--- src/rtl/gb_cpu_common_pkg.sv ---
// Shared control-unit types: per-slot control word, decoded schedule,
// condition codes, sequencer state and the reset/idle constants.
package gb_cpu_common_pkg;

    localparam int SCHED_SLOTS = 6;

    typedef enum logic [1:0] {CC_NZ, CC_Z, CC_NC, CC_C} condition_code_t;
    typedef enum logic [1:0] {ADDR_PC, ADDR_SP, ADDR_HL, ADDR_WZ} addr_sel_t;
    typedef enum logic [1:0] {IDU_NONE, IDU_INC, IDU_DEC} idu_op_t;
    typedef enum logic [3:0] {
        ALU_NOP, ALU_ADD, ALU_ADC, ALU_SUB, ALU_SBC, ALU_AND, ALU_XOR, ALU_OR,
        ALU_CP, ALU_INC, ALU_DEC, ALU_ROT, ALU_BIT, ALU_RES, ALU_SET, ALU_DAA
    } alu_op_t;

    // One M-cycle worth of datapath controls
    typedef struct packed {
        addr_sel_t addr_sel;
        logic      addr_en;
        logic      ir_wren;
        idu_op_t   idu_op;
        logic      pc_wren;
        logic [3:0] reg_wren;
        logic      alu_wren;
        alu_op_t   alu_op;
        logic      mem_rd;
        logic      mem_wr;
        logic      ime_set;
        logic      ime_clr;
        logic      rst_vec;
        logic      cc_check;
    } instr_ctrl_t;

    // Whole-instruction plan produced by the decoder
    typedef struct packed {
        logic [2:0]      m_cycles;
        condition_code_t condition;
        logic            bit_cmd;
        logic            cb_prefix_next;
        instr_ctrl_t [SCHED_SLOTS-1:0] instruction_controls;
    } schedule_t;

    typedef enum logic {SEQ_EXEC, SEQ_LOAD} seq_state_t;

    localparam instr_ctrl_t IDLE_CTRL = '0;

    // Opcode fetch: drive PC onto the bus, capture IR, post-increment PC
    localparam instr_ctrl_t FETCH_CTRL = '{
        addr_sel: ADDR_PC, addr_en: 1'b1, ir_wren: 1'b1, idu_op: IDU_INC,
        pc_wren: 1'b1, reg_wren: 4'h0, alu_wren: 1'b0, alu_op: ALU_NOP,
        mem_rd: 1'b1, mem_wr: 1'b0, ime_set: 1'b0, ime_clr: 1'b0,
        rst_vec: 1'b0, cc_check: 1'b0
    };

    localparam schedule_t RESET_SCHEDULE = '{
        m_cycles: 3'd0, condition: CC_NZ, bit_cmd: 1'b0, cb_prefix_next: 1'b0,
        instruction_controls: {{(SCHED_SLOTS-1){IDLE_CTRL}}, FETCH_CTRL}
    };

    // flags = {Z,N,H,C}
    function automatic logic ccEval(condition_code_t cc, logic [3:0] flags);
        logic r;
        r = 1'b0;
        case (cc)
            CC_NZ:   r = !flags[3];
            CC_Z:    r = flags[3];
            CC_NC:   r = !flags[0];
            CC_C:    r = flags[0];
            default: r = 1'b0;
        endcase
        return r;
    endfunction

endpackage

--- src/rtl/gb_cpu_schedule_sequencer.sv ---
// Plays a decoded instruction schedule out one M-cycle per tick, with
// conditional early exit and CB-prefix mode tracking.
module gb_cpu_schedule_sequencer
    import gb_cpu_common_pkg::*;
#(
    parameter int MAX_SLOTS = SCHED_SLOTS
) (
    input  logic        clk,
    input  logic        reset,
    input  logic        m_tick,
    input  logic [3:0]  flags_i,
    input  schedule_t   decoded_schedule_i,
    output instr_ctrl_t controls_o,
    output logic [2:0]  m_cycle_o,
    output logic        bit_cmd_o,
    output logic        cb_mode_o,
    output logic        cc_taken_o,
    output logic        busy_load_o
);

    localparam logic [2:0] LAST_SLOT = 3'(MAX_SLOTS - 1);

    seq_state_t  state, nextState;
    schedule_t   sched_q;
    logic [2:0]  idx;
    logic        cb_q;
    logic        cc_q;

    logic [2:0]  lastIdx;
    instr_ctrl_t slotCtrl;
    logic        ccResult;
    logic        atLast;

    // Decode of current slot, clamped final index and condition result
    always_comb begin
        lastIdx  = (sched_q.m_cycles > LAST_SLOT) ? LAST_SLOT : sched_q.m_cycles;
        slotCtrl = sched_q.instruction_controls[idx];
        ccResult = ccEval(sched_q.condition, flags_i);
        atLast   = (idx == lastIdx);
    end

    // State register
    always_ff @(posedge clk or posedge reset) begin
        if (reset) state <= SEQ_EXEC;
        else       state <= nextState;
    end

    // Next state: final tick opens a one-clock LOAD, LOAD always returns
    always_comb begin
        nextState = state;
        case (state)
            SEQ_EXEC: if (m_tick && atLast) nextState = SEQ_LOAD;
            SEQ_LOAD: nextState = SEQ_EXEC;
            default:  nextState = SEQ_EXEC;
        endcase
    end

    // Schedule, slot index, CB mode and condition result registers
    always_ff @(posedge clk or posedge reset) begin
        if (reset) begin
            sched_q <= RESET_SCHEDULE;
            idx     <= 3'd0;
            cb_q    <= 1'b0;
            cc_q    <= 1'b0;
        end else if (state == SEQ_LOAD) begin
            // A stray tick here is ignored; the new schedule starts at slot 0
            sched_q <= decoded_schedule_i;
            idx     <= 3'd0;
            cc_q    <= 1'b0;
        end else if (m_tick) begin
            if (atLast) begin
                // Same edge as the IR write, so the decoder sees the new mode
                cb_q <= sched_q.cb_prefix_next;
            end else if (slotCtrl.cc_check) begin
                cc_q <= ccResult;
                idx  <= ccResult ? idx + 3'd1 : lastIdx;
            end else begin
                idx <= idx + 3'd1;
            end
        end
    end

    // Outputs decoded purely from registers
    always_comb begin
        controls_o  = (state == SEQ_EXEC) ? slotCtrl : IDLE_CTRL;
        m_cycle_o   = idx;
        bit_cmd_o   = sched_q.bit_cmd;
        cb_mode_o   = cb_q;
        cc_taken_o  = cc_q;
        busy_load_o = (state == SEQ_LOAD);
    end

endmodule
--- config.mk ---
export PLATFORM = sky130hd
export DESIGN_NAME = gb_cpu_schedule_sequencer
export DESIGN_NICKNAME = d
export VERILOG_FILES = /design/src/rtl/gb_cpu_common_pkg.sv /design/src/rtl/gb_cpu_schedule_sequencer.sv
export SDC_FILE = /design/constraint.sdc
export NUM_CORES = 1
export LEC_CHECK = 0
export CAP_MARGIN = 30
export CORE_ASPECT_RATIO = 0.9
export CORE_MARGIN = 4
export CORE_UTILIZATION = 53
export CTS_CLUSTER_DIAMETER = 80
export DETAILED_ROUTE_END_ITERATION = 6
export GPL_TIMING_DRIVEN = 0
export PLACE_DENSITY = 0.86
export SLEW_MARGIN = 20
export SYNTH_ARGS = -nofsm -noshare
export SYNTH_HDL_FRONTEND = slang
export SYNTH_SLANG_ARGS = --single-unit
--- constraint.sdc ---
create_clock -name clk -period 11 [get_ports clk]
set_input_delay 1.65 -clock clk [delete_from_list [all_inputs] [get_ports clk]]
set_output_delay 1.65 -clock clk [all_outputs]
set_load 0.02 [all_outputs]
==> summary.txt <==
Die H = 114 µm
Flop2flop setup slack = 8610 ps
R2R depth = 6
Nets = 782
IO Count = 175
Crit path launch = m_cycle_o[0]$_DFFE_PP0P_
Sequential area share after synthesis = 0.550
WP buf/inv = 4
#FFs+latches synth = 145
Grt total ovfl = 0
Vias in the first global route = 5037
Hold WC Path Type = reg -> reg
Final WL = 17900 µm
Worst setup EP type = output port
Hold_ws = 504 ps
CTS Sinks = 145
Sw Ratio = 0.341
Post-synth EDFFs = 0
Maximum clock path buffer count = 2
Pint = 0.00189 W
Slowest cell delay on critical path = 570 ps
Met3 wire length = 1200 µm
Comb power frac = 0.456
Setup TNS = 0 ps
Hold_buf cts = 0
Top delay family on crit path = buffers and inverters
Min Clock Period, post-route = 4960 ps
DR vias/cell = 5.66
RD Place Congestion = 0.846
Vias = 4577
Post-CTS setup buffer count = 0
Worst EP required = 9350 ps
Critical Path AT = 3310 ps
Slew @ Worst Pin = 842 ps
Chip width = 126 µm
R2R Path End = m_cycle_o[1]$_DFFE_PP0P_
FP Rows = 38
PD cells = 313 nW/µm²
Avg Inst Size Synth = 14.9 µm²
HPWL Detailed = 13000 µm
CTS tree = yes
Post-synth top cells = mux2_2 (160), dfrtp_1 (140), nor2_1 (24)
WL/cell = 22.2 µm
Main synth FF type = dfrtp_1
Rel. slew slack = 0.439
Dpl ws = 6500 ps
Post-synth ARST share = 1.00
Hold_sp = sched_q[81]$_DFFE_PP0P_
Yosys top cell area share = 0.530
Slowest-stage cell, CP = clkdlybuf4s50_1
YS warnings = 0
Final hold vios = 0
Ratio of cells with drive above 1 in the final layout = 0.353
RSZ-0062 raised after global routing = false
Core box area = 12100 µm²
Final setup fails = 0
Top cell by count, worst path = buf_2
Max Clock Freq = 202 MHz
Status = finished, final reports clean
WHS Path Cells = 1
IO buf count = 172
Violation count after the first detailed-route iteration = 245
Worst-skew pair later-pin latency = 410 ps
Cell Chain, Critical Path = buf_2, buf_2, buf_2, mux4_1, a22oi_1, nor2_1, clkdlybuf4s50_1
Slew Viols, Final = 0
Setup WS post-layout = 6040 ps
Synthesis-to-layout area growth = 39.0%
Sequential share of power = 0.334
Residual DRC = 0
Routed Antenna Nets = 0
Antenna violations before repair = 0
Top sig layer = met4
Maximum vdd drop = 0.143 mV
Clock skew = 6.76 ps
Post-Syn Area = 6610 µm²
Cell accounting for the most synthesized area = dfrtp_1
Antenna Diode Count = 0
Critical R2R Launch = m_cycle_o[1]$_DFFE_PP0P_
Largest net degree at the start of global routing = 106
Initial core utilization = 0.545
Final Util = 0.758
Router iterations before antenna repair = 5
TritonCTS Buffers = 17
Post_cts resized = 0
Synth top area cells = dfrtp_1 (53%), mux2_2 (27%), mux4_2 (6.1%)
Critical path depth = 7
# H-tree levels = 4
CP endpoint = controls_o[3]
Clk pwr share = 0.210
Met2 WL = 9060 µm
M1 WL = 7310 µm
First-pass GRT wire length = 27800 µm
Switching pwr = 0.000979 W
Max-cap violations = 0
Setup crit start kind = register
Total GRT Usage = 0.257
Crit Path Category = reg -> out
Synth unique cells = 37
Clock transition at path regs = 60 ps
Clock root buffer = clkbuf_16
Period utilisation layout = 0.451
Gate count of the mapped netlist = 443
Die Area = 14300 µm²
Syn_nets = 590
Crit-path max FO = 10
Top-count cell post-synth = mux2_2
Pleak = 3.79 nW
-- per-stage QoR --
stage | std cells | total power, W | area (µm²)
global placement | 775 | 0.00221 | 8530
detailed placement | 776 | 0.00226 | 8570
CTS | 808 | 0.00288 | 9190
finish | 808 | 0.00287 | 9190
global route | 808 | 0.00302 | 9190
floorplan | 443 | 0.00180 | 6610
-- cells in the final DEF, fill, tap and decap left out, drive strengths merged, types with 2 or more instances in the layout --
master,Yosys,routed
nor2b,2,2
o211ai,2,2
nor2,24,24
xor2,3,3
nor4,2,2
mux2,163,163
clkinvlp,0,4
clkbuf,21,39
bufinv,0,3
nand2,2,2
clkinv,0,4
clkdlybuf4s50,0,172
mux4,21,21
dfrtp,140,140
dfstp,5,5
inv,5,8
a211oi,2,2
a21oi,2,2
o21a,3,3
a22oi,22,22
buf,10,11
-- cells by family (layout without fill, tap and decap cells) --
kind of cell	Yosys count	after routing	share of synthesized area
AO/OA/AOI/OAI	38	38	0.0441
XOR/XNOR	3	3	0.00397
adder cells (fa/ha/maj)	1	1	0.00189
buffers and inverters	36	241	0.0229
flip-flops	145	145	0.550
multiplexers	185	185	0.354
AND/OR/NAND/NOR	35	35	0.0238
-- registers in the layout (all words and copies together) (netlist names) --
| register | count |
|---|---|
| sched_q | 138 |
| m_cycle_o | 3 |
| bit_cmd_o | 1 |
| busy_load_o | 1 |
| cb_mode_o | 1 |
| cc_taken_o | 1 |
-- power groups by stage --
stage | Combinational [W] | Clock (W) | Sequential (W)
2_1_floorplan | 0.000871 | 0 | 0.000926
3_3_place_gp | 0.00127 | 0 | 0.000940
3_5_place_dp | 0.00130 | 0 | 0.000963
4_1_cts | 0.00131 | 0.000605 | 0.000959
5_1_grt | 0.00139 | 0.000629 | 0.000993
6_report | 0.00131 | 0.000602 | 0.000961
-- per-layer routing --
layer,track usage,up-vias
met2,0.428,177
met3,0.0651,20
met5,0,-
met4,0.0872,0
li1,-,2029
met1,0.332,2351
-- worst register-to-register path: stages, from the launching register on --
cell	delay [ps]
dfrtp_1	390
buf_6	170
mux2_4	320
a222oi_1	760
nor2_1	200
a311oi_1	320
a211oi_1	80
-- final cells by class --
| class | count | area, µm² |
|---|---|---|
| clock inverters | 14 | 180 |
| repair buffers | 173 | 1750 |
| inverters | 5 | 26.3 |
| fillers | 782 | 2940 |
| multi-input cells | 262 | 2830 |
| clock buffers | 18 | 439 |
| flip-flops and latches | 145 | 3630 |
| plain buffers | 31 | 133 |
| well taps | 160 | 200 |
-- worst min path at each step --
stage / endpoint / slack, ps
after detailed placement: sched_q[95]$_DFFE_PP0P_ / 490
after CTS: sched_q[95]$_DFFE_PP0P_ / 510
final: sched_q[81]$_DFFE_PP0P_ / 500
after floorplan: sched_q[45]$_DFFE_PP0P_ / 470
after global placement: sched_q[23]$_DFFE_PP0P_ / 480
after global routing: sched_q[64]$_DFFE_PP0P_ / 510
No activity file was read; power rests on OpenSTA's default activity.
